===== src/rtl/cnn_layer_accel_wht_seq_ctrl_if.sv =====
// Handshake and data bundle between the job dispatcher, weight stream,
// row-buffer pacing and the CE weight table for the weight sequencer.
interface cnn_layer_accel_wht_seq_ctrl_if;
    localparam int unsigned DATA_W = 16;
    localparam int unsigned ADDR_W = 4;

    // Job dispatcher side
    logic              job_start;
    logic [15:0]       num_kernels;
    logic [15:0]       num_pixels;
    logic              job_accept;
    logic              kernel_config_valid;
    logic              config_mode;
    logic              job_done;

    // Weight stream into the table
    logic              wht_in_valid;
    logic [DATA_W-1:0] wht_in_data;
    logic              wht_in_ready;
    logic              wht_config_wren;
    logic [DATA_W-1:0] wht_config_data;

    // Pixel pacing and execution sequencing
    logic              pix_valid;
    logic              pix_ready;
    logic [ADDR_W-1:0] wht_seq_addr0;
    logic [ADDR_W-1:0] wht_seq_addr1;
    logic              ce_execute;
    logic              ce_odd_tail;
    logic              next_kernel;

    // Environment side: drives requests and streams, observes the sequencer
    modport master (
        output job_start, num_kernels, num_pixels,
        output wht_in_valid, wht_in_data, pix_valid,
        input  job_accept, kernel_config_valid, config_mode, job_done,
        input  wht_in_ready, wht_config_wren, wht_config_data,
        input  pix_ready, wht_seq_addr0, wht_seq_addr1,
        input  ce_execute, ce_odd_tail, next_kernel
    );

    // Sequencer side
    modport slave (
        input  job_start, num_kernels, num_pixels,
        input  wht_in_valid, wht_in_data, pix_valid,
        output job_accept, kernel_config_valid, config_mode, job_done,
        output wht_in_ready, wht_config_wren, wht_config_data,
        output pix_ready, wht_seq_addr0, wht_seq_addr1,
        output ce_execute, ce_odd_tail, next_kernel
    );
endinterface


===== src/rtl/cnn_layer_accel_wht_seq_ctrl.sv =====
// Weight-table sequencer for one convolution job: loads kernel weights during
// CONFIG, then walks every kernel's weight pairs for each output pixel.
module cnn_layer_accel_wht_seq_ctrl #(
    parameter int unsigned C_KERNEL_WORDS = 9
) (
    input  logic                            clk,
    input  logic                            rst,
    cnn_layer_accel_wht_seq_ctrl_if.slave   bus
);
    localparam int unsigned C_PAIRS = (C_KERNEL_WORDS + 1) / 2;
    localparam int unsigned WC_W    = 10;
    localparam int unsigned K_W     = 6;
    localparam int unsigned P_W     = 16;
    localparam int unsigned PC_W    = 4;
    localparam int unsigned A_W     = 4;
    localparam bit          ODD_KW  = (C_KERNEL_WORDS % 2) == 1;
    localparam logic [PC_W-1:0] LAST_PC = PC_W'(C_PAIRS - 1);

    typedef enum logic [2:0] {
        S_IDLE,
        S_CONFIG,
        S_WAIT_PIX,
        S_EXEC,
        S_NEXT_KRN,
        S_DONE
    } state_e;

    state_e          state_q, state_d;
    logic [K_W-1:0]  k_q, k_d;
    logic [P_W-1:0]  p_q, p_d;
    logic [WC_W-1:0] wc_q, wc_d;
    logic [K_W-1:0]  kc_q, kc_d;
    logic [PC_W-1:0] pc_q, pc_d;

    logic            job_accept_q, job_accept_d;
    logic            kcv_q, kcv_d;
    logic            config_mode_q, config_mode_d;
    logic            pix_ready_q, pix_ready_d;
    logic            ce_execute_q, ce_execute_d;
    logic [A_W-1:0]  addr0_q, addr0_d;
    logic [A_W-1:0]  addr1_q, addr1_d;
    logic            odd_tail_q, odd_tail_d;
    logic            next_kernel_q, next_kernel_d;
    logic            job_done_q, job_done_d;

    logic            wht_in_ready_c;
    logic            wht_config_wren_c;
    logic [WC_W-1:0] last_word_c;
    logic            unused_c;

    // Weight stream passes straight through to the table while configuring
    assign wht_in_ready_c    = (state_q == S_CONFIG);
    assign wht_config_wren_c = bus.wht_in_valid & wht_in_ready_c;
    assign last_word_c       = WC_W'((WC_W'(k_q) + WC_W'(1)) * WC_W'(C_KERNEL_WORDS) - WC_W'(1));
    assign unused_c          = ^bus.num_kernels[15:K_W];

    assign bus.wht_in_ready        = wht_in_ready_c;
    assign bus.wht_config_wren     = wht_config_wren_c;
    assign bus.wht_config_data     = bus.wht_in_data;
    assign bus.job_accept          = job_accept_q;
    assign bus.kernel_config_valid = kcv_q;
    assign bus.config_mode         = config_mode_q;
    assign bus.pix_ready           = pix_ready_q;
    assign bus.ce_execute          = ce_execute_q;
    assign bus.wht_seq_addr0       = addr0_q;
    assign bus.wht_seq_addr1       = addr1_q;
    assign bus.ce_odd_tail         = odd_tail_q;
    assign bus.next_kernel         = next_kernel_q;
    assign bus.job_done            = job_done_q;

    // State, counters and registered outputs
    always_ff @(posedge clk or posedge rst) begin
        if (rst) begin
            state_q       <= S_IDLE;
            k_q           <= '0;
            p_q           <= '0;
            wc_q          <= '0;
            kc_q          <= '0;
            pc_q          <= '0;
            job_accept_q  <= 1'b0;
            kcv_q         <= 1'b0;
            config_mode_q <= 1'b0;
            pix_ready_q   <= 1'b0;
            ce_execute_q  <= 1'b0;
            addr0_q       <= '0;
            addr1_q       <= '0;
            odd_tail_q    <= 1'b0;
            next_kernel_q <= 1'b0;
            job_done_q    <= 1'b0;
        end else begin
            state_q       <= state_d;
            k_q           <= k_d;
            p_q           <= p_d;
            wc_q          <= wc_d;
            kc_q          <= kc_d;
            pc_q          <= pc_d;
            job_accept_q  <= job_accept_d;
            kcv_q         <= kcv_d;
            config_mode_q <= config_mode_d;
            pix_ready_q   <= pix_ready_d;
            ce_execute_q  <= ce_execute_d;
            addr0_q       <= addr0_d;
            addr1_q       <= addr1_d;
            odd_tail_q    <= odd_tail_d;
            next_kernel_q <= next_kernel_d;
            job_done_q    <= job_done_d;
        end
    end

    // Next-state, counter updates and output decode (outputs land one cycle later)
    always_comb begin
        state_d       = state_q;
        k_d           = k_q;
        p_d           = p_q;
        wc_d          = wc_q;
        kc_d          = kc_q;
        pc_d          = pc_q;
        job_accept_d  = 1'b0;
        kcv_d         = 1'b0;
        pix_ready_d   = 1'b0;
        ce_execute_d  = 1'b0;
        addr0_d       = '0;
        addr1_d       = '0;
        odd_tail_d    = 1'b0;
        next_kernel_d = 1'b0;
        job_done_d    = 1'b0;

        unique case (state_q)
            S_IDLE: begin
                if (bus.job_start) begin
                    job_accept_d = 1'b1;
                    kcv_d        = 1'b1;
                    k_d          = bus.num_kernels[K_W-1:0];
                    p_d          = (bus.num_pixels == '0) ? P_W'(1) : bus.num_pixels;
                    wc_d         = '0;
                    state_d      = S_CONFIG;
                end
            end
            S_CONFIG: begin
                if (wht_config_wren_c) begin
                    wc_d = wc_q + WC_W'(1);
                    if (wc_q == last_word_c) begin
                        state_d = S_WAIT_PIX;
                    end
                end
            end
            S_WAIT_PIX: begin
                if (bus.pix_valid) begin
                    pix_ready_d = 1'b1;
                    kc_d        = '0;
                    pc_d        = '0;
                    state_d     = S_EXEC;
                end
            end
            S_EXEC: begin
                ce_execute_d = 1'b1;
                addr0_d      = A_W'({pc_q, 1'b0});
                addr1_d      = A_W'({pc_q, 1'b1});
                // Odd kernel: last pair repeats the even word and flags DSP1 invalid
                if (ODD_KW && (pc_q == LAST_PC)) begin
                    addr1_d    = A_W'({pc_q, 1'b0});
                    odd_tail_d = 1'b1;
                end
                if (pc_q == LAST_PC) begin
                    state_d = S_NEXT_KRN;
                end else begin
                    pc_d = pc_q + PC_W'(1);
                end
            end
            S_NEXT_KRN: begin
                next_kernel_d = 1'b1;
                if (kc_q < k_q) begin
                    kc_d    = kc_q + K_W'(1);
                    pc_d    = '0;
                    state_d = S_EXEC;
                end else begin
                    p_d     = p_q - P_W'(1);
                    state_d = (p_q == P_W'(1)) ? S_DONE : S_WAIT_PIX;
                end
            end
            S_DONE: begin
                job_done_d = 1'b1;
                state_d    = S_IDLE;
            end
            default: begin
                state_d = S_IDLE;
            end
        endcase

        config_mode_d = (state_d == S_CONFIG);
    end
endmodule


===== src/flat_wrapper.sv =====
// flat-port wrapper written by rule: the top's interface ports become plain ports
module cnn_layer_accel_wht_seq_ctrl_flat 
#(
    parameter int unsigned C_KERNEL_WORDS = 9
)
  (clk, rst, bus_job_start, bus_num_kernels, bus_num_pixels, bus_wht_in_valid, bus_wht_in_data, bus_pix_valid, bus_job_accept, bus_kernel_config_valid, bus_config_mode, bus_job_done, bus_wht_in_ready, bus_wht_config_wren, bus_wht_config_data, bus_pix_ready, bus_wht_seq_addr0, bus_wht_seq_addr1, bus_ce_execute, bus_ce_odd_tail, bus_next_kernel);
  cnn_layer_accel_wht_seq_ctrl_if bus_i ();
  input  logic clk;
  input  logic rst;
  input wire logic [$bits(bus_i.job_start)-1:0] bus_job_start;
  input wire logic [$bits(bus_i.num_kernels)-1:0] bus_num_kernels;
  input wire logic [$bits(bus_i.num_pixels)-1:0] bus_num_pixels;
  input wire logic [$bits(bus_i.wht_in_valid)-1:0] bus_wht_in_valid;
  input wire logic [$bits(bus_i.wht_in_data)-1:0] bus_wht_in_data;
  input wire logic [$bits(bus_i.pix_valid)-1:0] bus_pix_valid;
  output wire logic [$bits(bus_i.job_accept)-1:0] bus_job_accept;
  output wire logic [$bits(bus_i.kernel_config_valid)-1:0] bus_kernel_config_valid;
  output wire logic [$bits(bus_i.config_mode)-1:0] bus_config_mode;
  output wire logic [$bits(bus_i.job_done)-1:0] bus_job_done;
  output wire logic [$bits(bus_i.wht_in_ready)-1:0] bus_wht_in_ready;
  output wire logic [$bits(bus_i.wht_config_wren)-1:0] bus_wht_config_wren;
  output wire logic [$bits(bus_i.wht_config_data)-1:0] bus_wht_config_data;
  output wire logic [$bits(bus_i.pix_ready)-1:0] bus_pix_ready;
  output wire logic [$bits(bus_i.wht_seq_addr0)-1:0] bus_wht_seq_addr0;
  output wire logic [$bits(bus_i.wht_seq_addr1)-1:0] bus_wht_seq_addr1;
  output wire logic [$bits(bus_i.ce_execute)-1:0] bus_ce_execute;
  output wire logic [$bits(bus_i.ce_odd_tail)-1:0] bus_ce_odd_tail;
  output wire logic [$bits(bus_i.next_kernel)-1:0] bus_next_kernel;
  assign bus_i.job_start = bus_job_start;
  assign bus_i.num_kernels = bus_num_kernels;
  assign bus_i.num_pixels = bus_num_pixels;
  assign bus_i.wht_in_valid = bus_wht_in_valid;
  assign bus_i.wht_in_data = bus_wht_in_data;
  assign bus_i.pix_valid = bus_pix_valid;
  assign bus_job_accept = bus_i.job_accept;
  assign bus_kernel_config_valid = bus_i.kernel_config_valid;
  assign bus_config_mode = bus_i.config_mode;
  assign bus_job_done = bus_i.job_done;
  assign bus_wht_in_ready = bus_i.wht_in_ready;
  assign bus_wht_config_wren = bus_i.wht_config_wren;
  assign bus_wht_config_data = bus_i.wht_config_data;
  assign bus_pix_ready = bus_i.pix_ready;
  assign bus_wht_seq_addr0 = bus_i.wht_seq_addr0;
  assign bus_wht_seq_addr1 = bus_i.wht_seq_addr1;
  assign bus_ce_execute = bus_i.ce_execute;
  assign bus_ce_odd_tail = bus_i.ce_odd_tail;
  assign bus_next_kernel = bus_i.next_kernel;
  cnn_layer_accel_wht_seq_ctrl #(.C_KERNEL_WORDS(C_KERNEL_WORDS)) u_core (.clk(clk), .rst(rst), .bus(bus_i));
endmodule

===== config.mk =====
export PLATFORM = sky130hd
export DESIGN_NAME = cnn_layer_accel_wht_seq_ctrl_flat
export DESIGN_NICKNAME = d
export VERILOG_FILES = /design/src/rtl/cnn_layer_accel_wht_seq_ctrl_if.sv /design/src/rtl/cnn_layer_accel_wht_seq_ctrl.sv /design/src/flat_wrapper.sv
export SDC_FILE = /design/constraint.sdc
export NUM_CORES = 1
export LEC_CHECK = 0
export BUFFER_PORTS_ARGS = -buffer_cell sky130_fd_sc_hd__buf_2
export CAP_MARGIN = 20
export CORE_ASPECT_RATIO = 1.2
export CORE_MARGIN = 3
export CORE_UTILIZATION = 55
export DETAILED_ROUTE_END_ITERATION = 10
export PLACE_DENSITY = 0.85
export RECOVER_POWER = 25
export REMOVE_ABC_BUFFERS = 1
export SETUP_SLACK_MARGIN = 0.5
export SLEW_MARGIN = 20
export SYNTH_ARGS = -nofsm -noshare
export SYNTH_HDL_FRONTEND = slang
export SYNTH_SLANG_ARGS = --single-unit

===== constraint.sdc =====
create_clock -name clk -period 4.75 [get_ports clk]
set_input_delay 0.475 -clock clk [delete_from_list [all_inputs] [get_ports clk]]
set_output_delay 0.475 -clock clk [all_outputs]
set_load 0.02 [all_outputs]

* Word level (Yosys, flattened, before mapping) *
Index checks and enable logic that the tools add are counted.

storage, ports and cells
  flip-flop bits (word level) = 60
  bits in latches = 0
  memory bits (writable) = 0
  bits in read-only memories = 0
  input bits = 53
  output and inout bits = 34
  word-level logic and storage cells = 84
  memories = 0

cells by class
  $add $sub $neg = 6
  $mul = 1
  div/mod/pow operators = 0
  $lt $le $gt $ge = 1
  equality and inequality tests = 15
  shift-type cells = 0
  muxes and demuxes = 34
  bitwise logic cells = 1
  reductions and logical operators = 11

operators with widths
  cell                                                                  count
  16-bit 2-to-1 mux                                                     3
  16-bit one-hot mux with 2 select lines                                1
  3-bit 2-to-1 mux                                                      7
  10-bit 2-to-1 mux                                                     2
  4-bit 2-to-1 mux                                                      5
  10-bit one-hot mux with 2 select lines                                1
  16-bit by 1-bit == test with 1-bit output, second input constant      1
  16-bit logical NOT                                                    1
  16-bit by 1-bit subtractor with 16-bit output, second input constant  1
  3-bit one-hot mux with 5 select lines                                 1
  6-bit 2-to-1 mux                                                      2
  4-bit one-hot mux with 3 select lines                                 1
  6-bit one-hot mux with 2 select lines                                 1
  10-bit by 1-bit adder with 10-bit output, second input constant       1
  10-bit == test                                                        1
  10-bit by 4-bit multiplier with 10-bit output, second input constant  1
  1-bit 2-to-1 mux                                                      10
  2-bit inequality test, second input constant                          5
  10-bit by 1-bit subtractor with 10-bit output, second input constant  1
  3-bit AND reduction                                                   3
  6-bit by 1-bit adder with 7-bit output, second input constant         1
  6-bit by 1-bit adder with 6-bit output, second input constant         1
  3-bit by 1-bit == test with 1-bit output, second input constant       2
  3-bit by 2-bit == test with 1-bit output, second input constant       2
  other kinds (11)                                                      14

* Logic depth before layout (Yosys ltp) *
Gate-level depths: netlist (run 1).

  depth in word-level cells = 8
  depth in mapped cells = 16

* Worst setup path after synthesis (run 1) *
No wires, ideal clock.

  path type = reg2reg
  from = reg u_core.k_q[0]
  to = reg u_core.config_mode_q, in the netlist u_core.bus.config_mode
  arrival = 3.454 ns
  data required time = 4.650 ns
  path slack = 1.195 ns
  cell stages (with the launch flop) = 14
  path buffers = 1
  period minus slack after synthesis = 3.555 ns
  cells stage by stage = dfrtp_1 > buf_4 > inv_1 > ha_1 > ha_1 > inv_1 > fa_1 > inv_1 > ha_1 > or3b_1 > o221a_2 > o31ai_1 > a2111oi_4 > nor4bb_1

on the way
  longest elaborated chain between the ends = 8
  elaborated cells between the ends (all ways) = 10
  classes of those cells = add/sub: 2; mul: 1; order compare: 1; eq/ne: 2; mux: 4

ends and longest elaborated chain
  what                                           line                                 text
  start: declaration                             cnn_layer_accel_wht_seq_ctrl.sv:29   logic [K_W-1:0] k_q, k_d;
  start signal: assignment                       cnn_layer_accel_wht_seq_ctrl.sv:92   k_q <= k_d;
  6-bit by 1-bit adder with 7-bit output         cnn_layer_accel_wht_seq_ctrl.sv:54   assign last_word_c = WC_W'((WC_W'(k_q) + WC_W'(1)) * WC_W'(C_KERNEL_WORDS) - WC_W'(1));
  10-bit by 4-bit multiplier with 10-bit output  cnn_layer_accel_wht_seq_ctrl.sv:54
  10-bit by 1-bit subtractor with 10-bit output  cnn_layer_accel_wht_seq_ctrl.sv:54
  10-bit == test                                 cnn_layer_accel_wht_seq_ctrl.sv:142  if (wc_q == last_word_c) begin
  3-bit 2-to-1 mux                               cnn_layer_accel_wht_seq_ctrl.sv:142
  3-bit 2-to-1 mux                               cnn_layer_accel_wht_seq_ctrl.sv:140  if (wht_config_wren_c) begin
  3-bit one-hot mux with 5 select lines *        cnn_layer_accel_wht_seq_ctrl.sv:128  unique case (state_q)
  3-bit by 1-bit == test with 1-bit output *     cnn_layer_accel_wht_seq_ctrl.sv:190  config_mode_d = (state_d == S_CONFIG);
  via u_core.config_mode_d                       cnn_layer_accel_wht_seq_ctrl.sv:37   logic config_mode_q, config_mode_d;
  end signal: assignment                         cnn_layer_accel_wht_seq_ctrl.sv:99   config_mode_q <= config_mode_d;
  end: declaration                               cnn_layer_accel_wht_seq_ctrl.sv:37

The timed path passes the listed nets; every way through them passes the cells marked *.
A chain may end at the register's enable or synchronous reset.

* Worst setup path in the final report (run 1) *
Ends and elaborated chain as after synthesis.

==> impl_metrics.ini, run 1 <==
[hold_path]
min_to = u_core.k_q[5]$_DFFE_PP0P_
min_path_type = in -> reg
hold_depth = 3
min_from = bus_num_kernels[5]

[clocking]
cts_root_buf = clkbuf_8
postCtsSetupBuffers = 0
cts_sinks = 56
cts.clk_slew.worst_paths_ns = 0.10
cts_tree = done
cts_buffers = 5
postCtsHoldBufs = 0
clock_path_buffers = 2
htree_levels = 2
cts_resized = 0
clock_latency_ns = 0.31

[finish]
antenna_cells = 0
nNetsFinal = 546
finish.utilization = 0.604
drive_gt1_frac = 0.144
final_common_cell = dfrtp_1
final_cell_mix = 55 x dfrtp_1, 43 x buf_2, 37 x o21ai_0, 37 x a21oi_1, 37 x nor2_1
area.growth.synth_to_final_pct = 4.88
design_area_um2 = 4190

[yosys]
yosysTopAreaCell = dfrtp_1
ys_seq_elements = 56
postSynthCellCount = 449
synthAdderAreaFrac = 0.0995
synthXorXnorAreaFrac = 0.0573
synth_top_family_by_area = simple AND/OR/NAND/NOR gates
synthFlopType = dfrtp_1
synth_cell_types = 67
syn_area_um2 = 4000
synth_mux_area_frac = 0.00814
syn_avg_cell_area_um2 = 8.90
async_reset_ff_frac = 1.00
synth.top_cell.area_share = 0.351
synthSimpleGateAreaFrac = 0.208
ys_warn_count = 0
synthTopCellsByArea = dfrtp_1 35%, ha_1 8.5%, a21oi_1 4.6%, o21ai_0 4.6%, buf_4 4.3%
ys_seq_area_frac = 0.351
synth_edf_count = 0
synth-compound-area-share = 0.190

[global_routing]
grt_pass1_vias = 3185
grt_start_max_net_pins = 57
antenna_found_initial = 0
grt_pass1_wl_um = 14700
overflow = 0
grtUsageTotal = 0.213

[setup_path]
reg2reg_depth = 13
timing.rr.start = u_core.k_q[0]$_DFFE_PP0P_
startpoint_type = register
cp.arrival_ns = 4.25
r2r-end = u_core.bus.config_mode$_DFF_PP0_
critPathMaxFanout = 10
required_ns = 4.97
path_class = reg -> reg
r2r_slack_ns = 0.71
end_kind = register

[sta]
finClkSkew_ns = 0.00528
finalHoldViolations = 0
post-route-min-period_ns = 4.04
fmax_mhz = 248
rsz0062_at_grt = false
slew_headroom = -1.00
timing.final.crit_share = 0.850
tightest_slew_ns = 3.00
slew_violations = 57
setup_viol = 0
fin_setup_tns_ns = 0

[detailed_routing]
dr.first_iter.drc_count = 123
post_drt_wl_per_cell_um = 15.9
vias = 3322
drc_errors = 0
dr.pass1.iters = 4
vias_per_cell = 6.03
finalWirelength_um = 8760
ant_nets = 0

[run]
maxCapViolCount = 1

[floorplanning]
core_area_um2 = 6940
start_util = 0.576
fp.dieW_um = 83.8
dieHeight_um = 99.4
pin_count = 87
dieArea_um2 = 8330
rows = 33

[place]
hpwl_um = 6550
place_area_um2 = 4100
gp_congestion = 0.899
port-buffer-count = 43

[power_and_ir_drop]
vdd_drop_max_mv = 1.10
powerDensity_nw_per_um2 = 889
total_leakage_power_nw = 1.98
power_mw = 3.73

[run_status]
violations = max-capacitance violations, max-slew violations
outcome = finished with violations
## metrics by stage
| step | hold slack (ns) | cells | worst slack, ns |
|---|---|---|---|
| 6_report | 0.364 | 551 | 0.713 |
| 5_1_grt | 0.363 | 551 | 0.521 |
| 4_1_cts | 0.355 | 551 | 0.629 |
| 3_5_place_dp | 0.492 | 543 | 0.661 |
| 3_3_place_gp | 0.484 | 543 | 0.735 |
| 2_1_floorplan | 0.461 | 411 | 1.01 |
## logic make-up after synthesis
group,after synthesis
xor gates and xnor gates,23
muxes,3
other,1
DFF,56
AOI/OAI and AO/OA,118
buffers and inverters,67
adders and majority gates,30
and+or+nand+nor,151
## cell type report
cell class                 instances  area (µm²)
clock buffer                       7        86.3
clock inverter                     1        7.51
timing repair buffer              45         226
sequential                        56        1400
inverter                          29         109
fill                             603        2740
tap                               87         109
multi-input combinational        326        2250
## state kept, by name, indices dropped and copies added, names as in the netlist, 3 cells and up
register                  flops
u_core.bus.wht_seq_addr1      3
u_core.wc_q                  10
u_core.p_q                   16
u_core.kc_q                   6
u_core.pc_q                   4
u_core.state_q                3
u_core.k_q                    6
## report_power, final
part	switching, mW	total, mW	leakage, nW	internal (mW)
Sequential	0.203	0.837	0.716	0.633
Clock	0.160	0.279	0.0445	0.119
Combinational	1.46	2.61	1.22	1.15
Total	1.82	3.73	1.98	1.90
## worst max path at each step
stage / start / to / slack, ns / depth (start not counted)
CTS: u_core.k_q[0]$_DFFE_PP0P_ / u_core.bus.config_mode$_DFF_PP0_ / 0.63 / 13
global placement: u_core.k_q[0]$_DFFE_PP0P_ / u_core.bus.config_mode$_DFF_PP0_ / 0.73 / 13
detailed placement: u_core.k_q[0]$_DFFE_PP0P_ / u_core.bus.config_mode$_DFF_PP0_ / 0.66 / 13
global route: u_core.k_q[0]$_DFFE_PP0P_ / u_core.bus.config_mode$_DFF_PP0_ / 0.52 / 13
floorplan: u_core.k_q[0]$_DFFE_PP0P_ / u_core.bus.config_mode$_DFF_PP0_ / 1.01 / 13
finish: u_core.k_q[0]$_DFFE_PP0P_ / u_core.bus.config_mode$_DFF_PP0_ / 0.71 / 13
## routing by layer
metal | GRT usage | up-vias | part of all wire
li1 | - | 1605 | -
met1 | 0.252 | 1610 | 0.40
met2 | 0.381 | 95 | 0.52
met3 | 0.0456 | 12 | 0.053
met4 | 0.0693 | 0 | 0.018
met5 | 0.0182 | - | 0
## worst max-delay path, stage by stage, from the launching register on
cell and delay, ns:
dfrtp_2 0.52, ha_1 0.30, xor2_1 0.29, inv_1 0.13
ha_1 0.34, inv_1 0.07, fa_1 0.53, inv_1 0.04
ha_1 0.26, or3b_1 0.39, o221a_2 0.27, o31ai_1 0.38
a2111oi_4 0.12, nor4bb_1 0.30
## synthesized netlist by cell type, types with 3 or more instances
cell type / instances
a211oi_1: 3
a21o_1: 6
a21oi_1: 37
a22oi_1: 3
and3_1: 5
buf_2: 5
buf_4: 23
clkbuf_1: 9
dfrtp_1: 56
fa_1: 3
ha_1: 27
inv_1: 28
nand2_1: 35
nand3_1: 12
nand3b_1: 5
nand4_1: 9
nor2_1: 37
nor2b_1: 3
nor3_1: 12
nor4_1: 4
o21ai_0: 37
o22ai_1: 3
o31a_1: 3
or3_1: 6
xnor2_1: 10
xor2_1: 11
(Power assumes the default switching activity.)
==> run 2, diff against run 1 <==
==> constraint.sdc (replaced) <==
create_clock -name clk -period 4 [get_ports clk]
set_input_delay 0.4 -clock clk [delete_from_list [all_inputs] [get_ports clk]]
set_output_delay 0.4 -clock clk [all_outputs]
set_load 0.02 [all_outputs]
==> run 2 against run 1 <==
Net effect: clock-buffer cell count fell by 1; the run still ends with max-capacitance violations, max-slew violations left; wire length rose by 8.0%; clock skew up 0.0043 ns; core utilization rose by 4.5 points; worst hold slack lost 0.24 ns.
==> impl_metrics.ini, run 2 (synthesized netlist as in run 1, its figures left out) <==
[run]
maxCapViolCount = 1

[run_status]
violations = max-capacitance violations, max-slew violations
outcome = finished with violations

[floorplanning]
dieArea_um2 = 8330
pin_count = 87
fp.dieW_um = 83.8
dieHeight_um = 99.4
start_util = 0.576
rows = 33
core_area_um2 = 6940

[sta]
rsz0062_at_grt = true
slew_violations = 44
slew_headroom = -0.534
fin_setup_tns_ns = 0
finClkSkew_ns = 0.00961
timing.hold.ws_ns = 0.121
setup_viol = 0
fmax_mhz = 286
timing.final.crit_share = 0.873
post-route-min-period_ns = 3.49
finalHoldViolations = 0
tightest_slew_ns = 2.30

[setup_path]
critical_path_buf_inv_count = 5
r2r_slack_ns = 0.51
r2r-end = u_core.bus.config_mode$_DFF_PP0_
end_kind = register
reg2reg_depth = 15
path_class = reg -> reg
cp_num_cells = 15
path_cells = buf_6, nand3_4, xnor2_2, inv_1, ha_1, inv_2, fa_1, inv_2, ha_4, buf_6, and2_1, o31a_1, a21o_1, a2111oi_4, nor4bb_1
timing.rr.start = u_core.k_q[0]$_DFFE_PP0P_
critPathCapture = u_core.bus.config_mode$_DFF_PP0_
slowest_delay_ns = 0.56
critPathMaxFanout = 6
slowest_stage = fa_1
crit_path_start = u_core.k_q[0]$_DFFE_PP0P_
required_ns = 4.18
cp.arrival_ns = 3.67
startpoint_type = register
cp_top_family = adder cells

[clocking]
clock_path_buffers = 2
htree_levels = 2
cts.clk_slew.worst_paths_ns = 0.10
cts_sinks = 56
cts_tree = done
cts_buffers = 5
postCtsHoldBufs = 0
clock_latency_ns = 0.31
cts_root_buf = clkbuf_8

[place]
port-buffer-count = 43
gp_congestion = 0.908
place_area_um2 = 4130
hpwl_um = 6640

[detailed_routing]
dr.pass1.iters = 5
vias = 3430
post_drt_wl_per_cell_um = 16.6
drc_errors = 0
ant_nets = 0
finalWirelength_um = 9460
dr.first_iter.drc_count = 204
vias_per_cell = 6.01

[global_routing]
antenna_found_initial = 0
grt_pass1_vias = 3367
grt_start_max_net_pins = 44
grtUsageTotal = 0.229
grt_pass1_wl_um = 15800
overflow = 0

[finish]
largest_register_ffs = 16
antenna_cells = 0
area.growth.synth_to_final_pct = 12.7
seqCellArea_um2 = 1410
finish.utilization = 0.650
drive_gt1_frac = 0.231
final_cell_mix = 53 x dfrtp_1, 43 x buf_2, 37 x nor2_1
final_common_cell = dfrtp_1
reg.largest.list = u_core.p_q: 16 flops, u_core.wc_q: 10 flops
nNetsFinal = 567
fill_cells = 559
top_register = u_core.p_q
design_area_um2 = 4510
multiInputGateArea_um2 = 2410

[hold_path]
min_path_type = in -> async
[run 2: changes by cell type in the layout (fill, tap and decap cells not counted), sizes merged]
cell      before  now
buf           44   65
clkinvlp       1    0
clkbuf         8    7
clkinv         1    2
[run 2: final cells by class]
class | count | share of cell area
Clock buffer | 6 | 0.0161
Clock inverter | 1 | 0.00111
Inverter | 29 | 0.0242
Multi-Input combinational cell | 326 | 0.534
Sequential cell | 56 | 0.312
Tap cell | 87 | 0.0242
Timing Repair Buffer | 66 | 0.0886
[run 2: repair_timing]
item,4_1_cts,5_1_grt
setup endpoints to repair,3,3
resized for setup,30,8
buffers inserted,12,5
pin swaps,14,7
[run 2: worst min-delay path by stage]
stage / startpoint / end / slack, ns / cells after the start
global route: rst / u_core.k_q[4]$_DFFE_PP0P_ / 0.16 / 2
global placement: rst / u_core.bus.job_accept$_DFF_PP0_ / 0.36 / 2
detailed placement: rst / u_core.bus.job_accept$_DFF_PP0_ / 0.37 / 2
floorplan: u_core.p_q[8]$_DFFE_PP0P_ / u_core.p_q[8]$_DFFE_PP0P_ / 0.46 / 2
CTS: rst / u_core.k_q[5]$_DFFE_PP0P_ / 0.02 / 2
finish: rst / u_core.k_q[4]$_DFFE_PP0P_ / 0.12 / 2
[run 2: routing by layer]
layer | track usage | up-vias | share of wire
li1 | - | 1643 | -
met1 | 0.283 | 1662 | 0.40
met2 | 0.404 | 105 | 0.53
met3 | 0.0489 | 20 | 0.053
met4 | 0.0644 | 0 | 0.018
met5 | 0 | - | 0
[run 2: metrics by stage]
stage / std cells / setup WS, ns
4_1_cts: 566 / 0.460
5_1_grt: 571 / 0.378
3_3_place_gp: 547 / 0.209
3_5_place_dp: 547 / 0.0973
2_1_floorplan: 411 / 0.263
6_report: 571 / 0.506
Power of run 2 is not shown: default switching activity piles up to over one toggle a cycle in this logic, so the estimate is an artifact.
==> run 3, diff against run 2 <==
--- a/config.mk
+++ b/config.mk
@@ -11,7 +11,7 @@
 export CORE_MARGIN = 3
 export CORE_UTILIZATION = 55
 export DETAILED_ROUTE_END_ITERATION = 10
-export PLACE_DENSITY = 0.85
+export PLACE_DENSITY = 0.93
 export RECOVER_POWER = 25
 export REMOVE_ABC_BUFFERS = 1
 export SETUP_SLACK_MARGIN = 0.5
==> run 3 against run 2 <==
Net effect: flip-flop and latch count unchanged; critical path type unchanged; largest cell class unchanged; worst hold slack better by 0.18 ns; the run still ends with max-capacitance violations, max-slew violations left; highest routed layer unchanged; wire length up 7.5%; worst setup slack worse by 0.043 ns; clock skew about the same.
==> impl_metrics.ini, run 3 (synthesized netlist as in run 1, its figures left out) <==
[detailed_routing]
drc_errors = 0
dr.first_iter.drc_count = 180
post_drt_wl_per_cell_um = 17.7
vias_per_cell = 6.16
finalWirelength_um = 10200
ant_nets = 0
dr.pass1.iters = 4
vias = 3546

[clocking]
htree_levels = 2
postCtsHoldBufs = 0
cts.clk_slew.worst_paths_ns = 0.10
clock_latency_ns = 0.31
cts_tree = done
clock_path_buffers = 2
cts_sinks = 56
cts_root_buf = clkbuf_8
cts_buffers = 5

[sta]
finClkSkew_ns = 0.00963
fmax_mhz = 283
tightest_slew_ns = 2.96
setup_viol = 0
finalHoldViolations = 0
post-route-min-period_ns = 3.54
rsz0062_at_grt = true
fin_setup_tns_ns = 0
timing.final.crit_share = 0.884
slew_violations = 57
slew_headroom = -0.975

[finish]
largest_register_ffs = 16
final_common_cell = dfrtp_1
final_cell_mix = 54 x dfrtp_1, 43 x buf_2, 37 x nor2_1
nNetsFinal = 572
drive_gt1_frac = 0.243
area.growth.synth_to_final_pct = 15.4
top_register = u_core.p_q
antenna_cells = 0
reg.largest.list = u_core.p_q: 16 flops, u_core.wc_q: 10 flops

[place]
hpwl_um = 6960
gp_congestion = 0.903
port-buffer-count = 43

[floorplanning]
rows = 33
dieArea_um2 = 8330
start_util = 0.576
pin_count = 87
dieHeight_um = 99.4
fp.dieW_um = 83.8
core_area_um2 = 6940

[run]
maxCapViolCount = 1

[setup_path]
startpoint_type = register
path_class = reg -> reg
required_ns = 4.21
end_kind = register
cp.arrival_ns = 3.75
critPathMaxFanout = 7

[run_status]
outcome = finished with violations
violations = max-capacitance violations, max-slew violations

[global_routing]
overflow = 0
grt_start_max_net_pins = 57
grtUsageTotal = 0.238
grt_pass1_wl_um = 16400
grt_pass1_vias = 3504
antenna_found_initial = 0

[hold_path]
min_path_type = in -> reg
[run 3: path summary, 6_finish.rpt]
kind / startpoint / to / slack (ns) / cells past startpoint
min in group asynchronous: rst / u_core.bus.next_kernel$_DFF_PP0_ / 1.20 / 3
max in group asynchronous: rst / u_core.k_q[0]$_DFFE_PP0P_ / 0.92 / 3
setup reg to reg: u_core.k_q[1]$_DFFE_PP0P_ / u_core.bus.config_mode$_DFF_PP0_ / 0.46 / 15
hold reg to reg: u_core.p_q[8]$_DFFE_PP0P_ / u_core.p_q[8]$_DFFE_PP0P_ / 0.53 / 2
setup / recovery: u_core.k_q[1]$_DFFE_PP0P_ / u_core.bus.config_mode$_DFF_PP0_ / 0.46 / 15
hold / removal: bus_num_kernels[3] / u_core.k_q[3]$_DFFE_PP0P_ / 0.30 / 3
[run 3: cell type report]
type | count | area (µm²)
Sequential cell | 56 | 1400
Inverter | 29 | 109
Clock inverter | 2 | 60.1
Timing Repair Buffer | 71 | 440
Tap cell | 87 | 109
Multi-Input combinational cell | 326 | 2420
Clock buffer | 5 | 68.8
Fill cell | 521 | 2320
[run 3: stage by stage]
stage	setup WS, ns	util	hold slack [ns]	instance area [µm²]	cells
final	0.463	0.665	0.303	4610	576
after global routing	0.211	0.665	0.304	4610	576
after CTS	0.461	0.654	0.297	4540	571
after detailed placement	0.0504	0.596	0.510	4130	547
after global placement	0.226	0.596	0.482	4130	547
after floorplan	0.263	-	0.461	3760	411
[run 3: what timing repair did]
item | CTS | global route
buffers inserted | 17 | 5
hold endpoints to repair | 0 | 0
resized for setup | 28 | 12
endpoints found under the setup margin | 3 | 3
pin swaps | 14 | 11
[run 3: routing by layer]
| layer | part of all wire | global-route usage | up-vias | wire [µm] |
|---|---|---|---|---|
| li1 | - | - | 1659 | - |
| met1 | 0.38 | 0.280 | 1704 | 3850 |
| met2 | 0.54 | 0.433 | 151 | 5480 |
| met3 | 0.056 | 0.0456 | 32 | 566 |
| met4 | 0.027 | 0.0842 | 0 | 274 |
| met5 | 0 | 0 | - | 0 |
[run 3: critical path, cell delays in order, from the launching register on]
cell and delay, ns:
dfrtp_1 0.44, ha_4 0.20, xor2_4 0.17, buf_6 0.13
ha_4 0.25, inv_2 0.03, fa_1 0.52, inv_2 0.05
ha_4 0.30, buf_4 0.12, or3b_2 0.44, a21oi_1 0.23
nor4_2 0.06, nand4b_1 0.15, a2111oi_4 0.07, nor4bb_1 0.27
Power of run 3 is left out for the same reason.
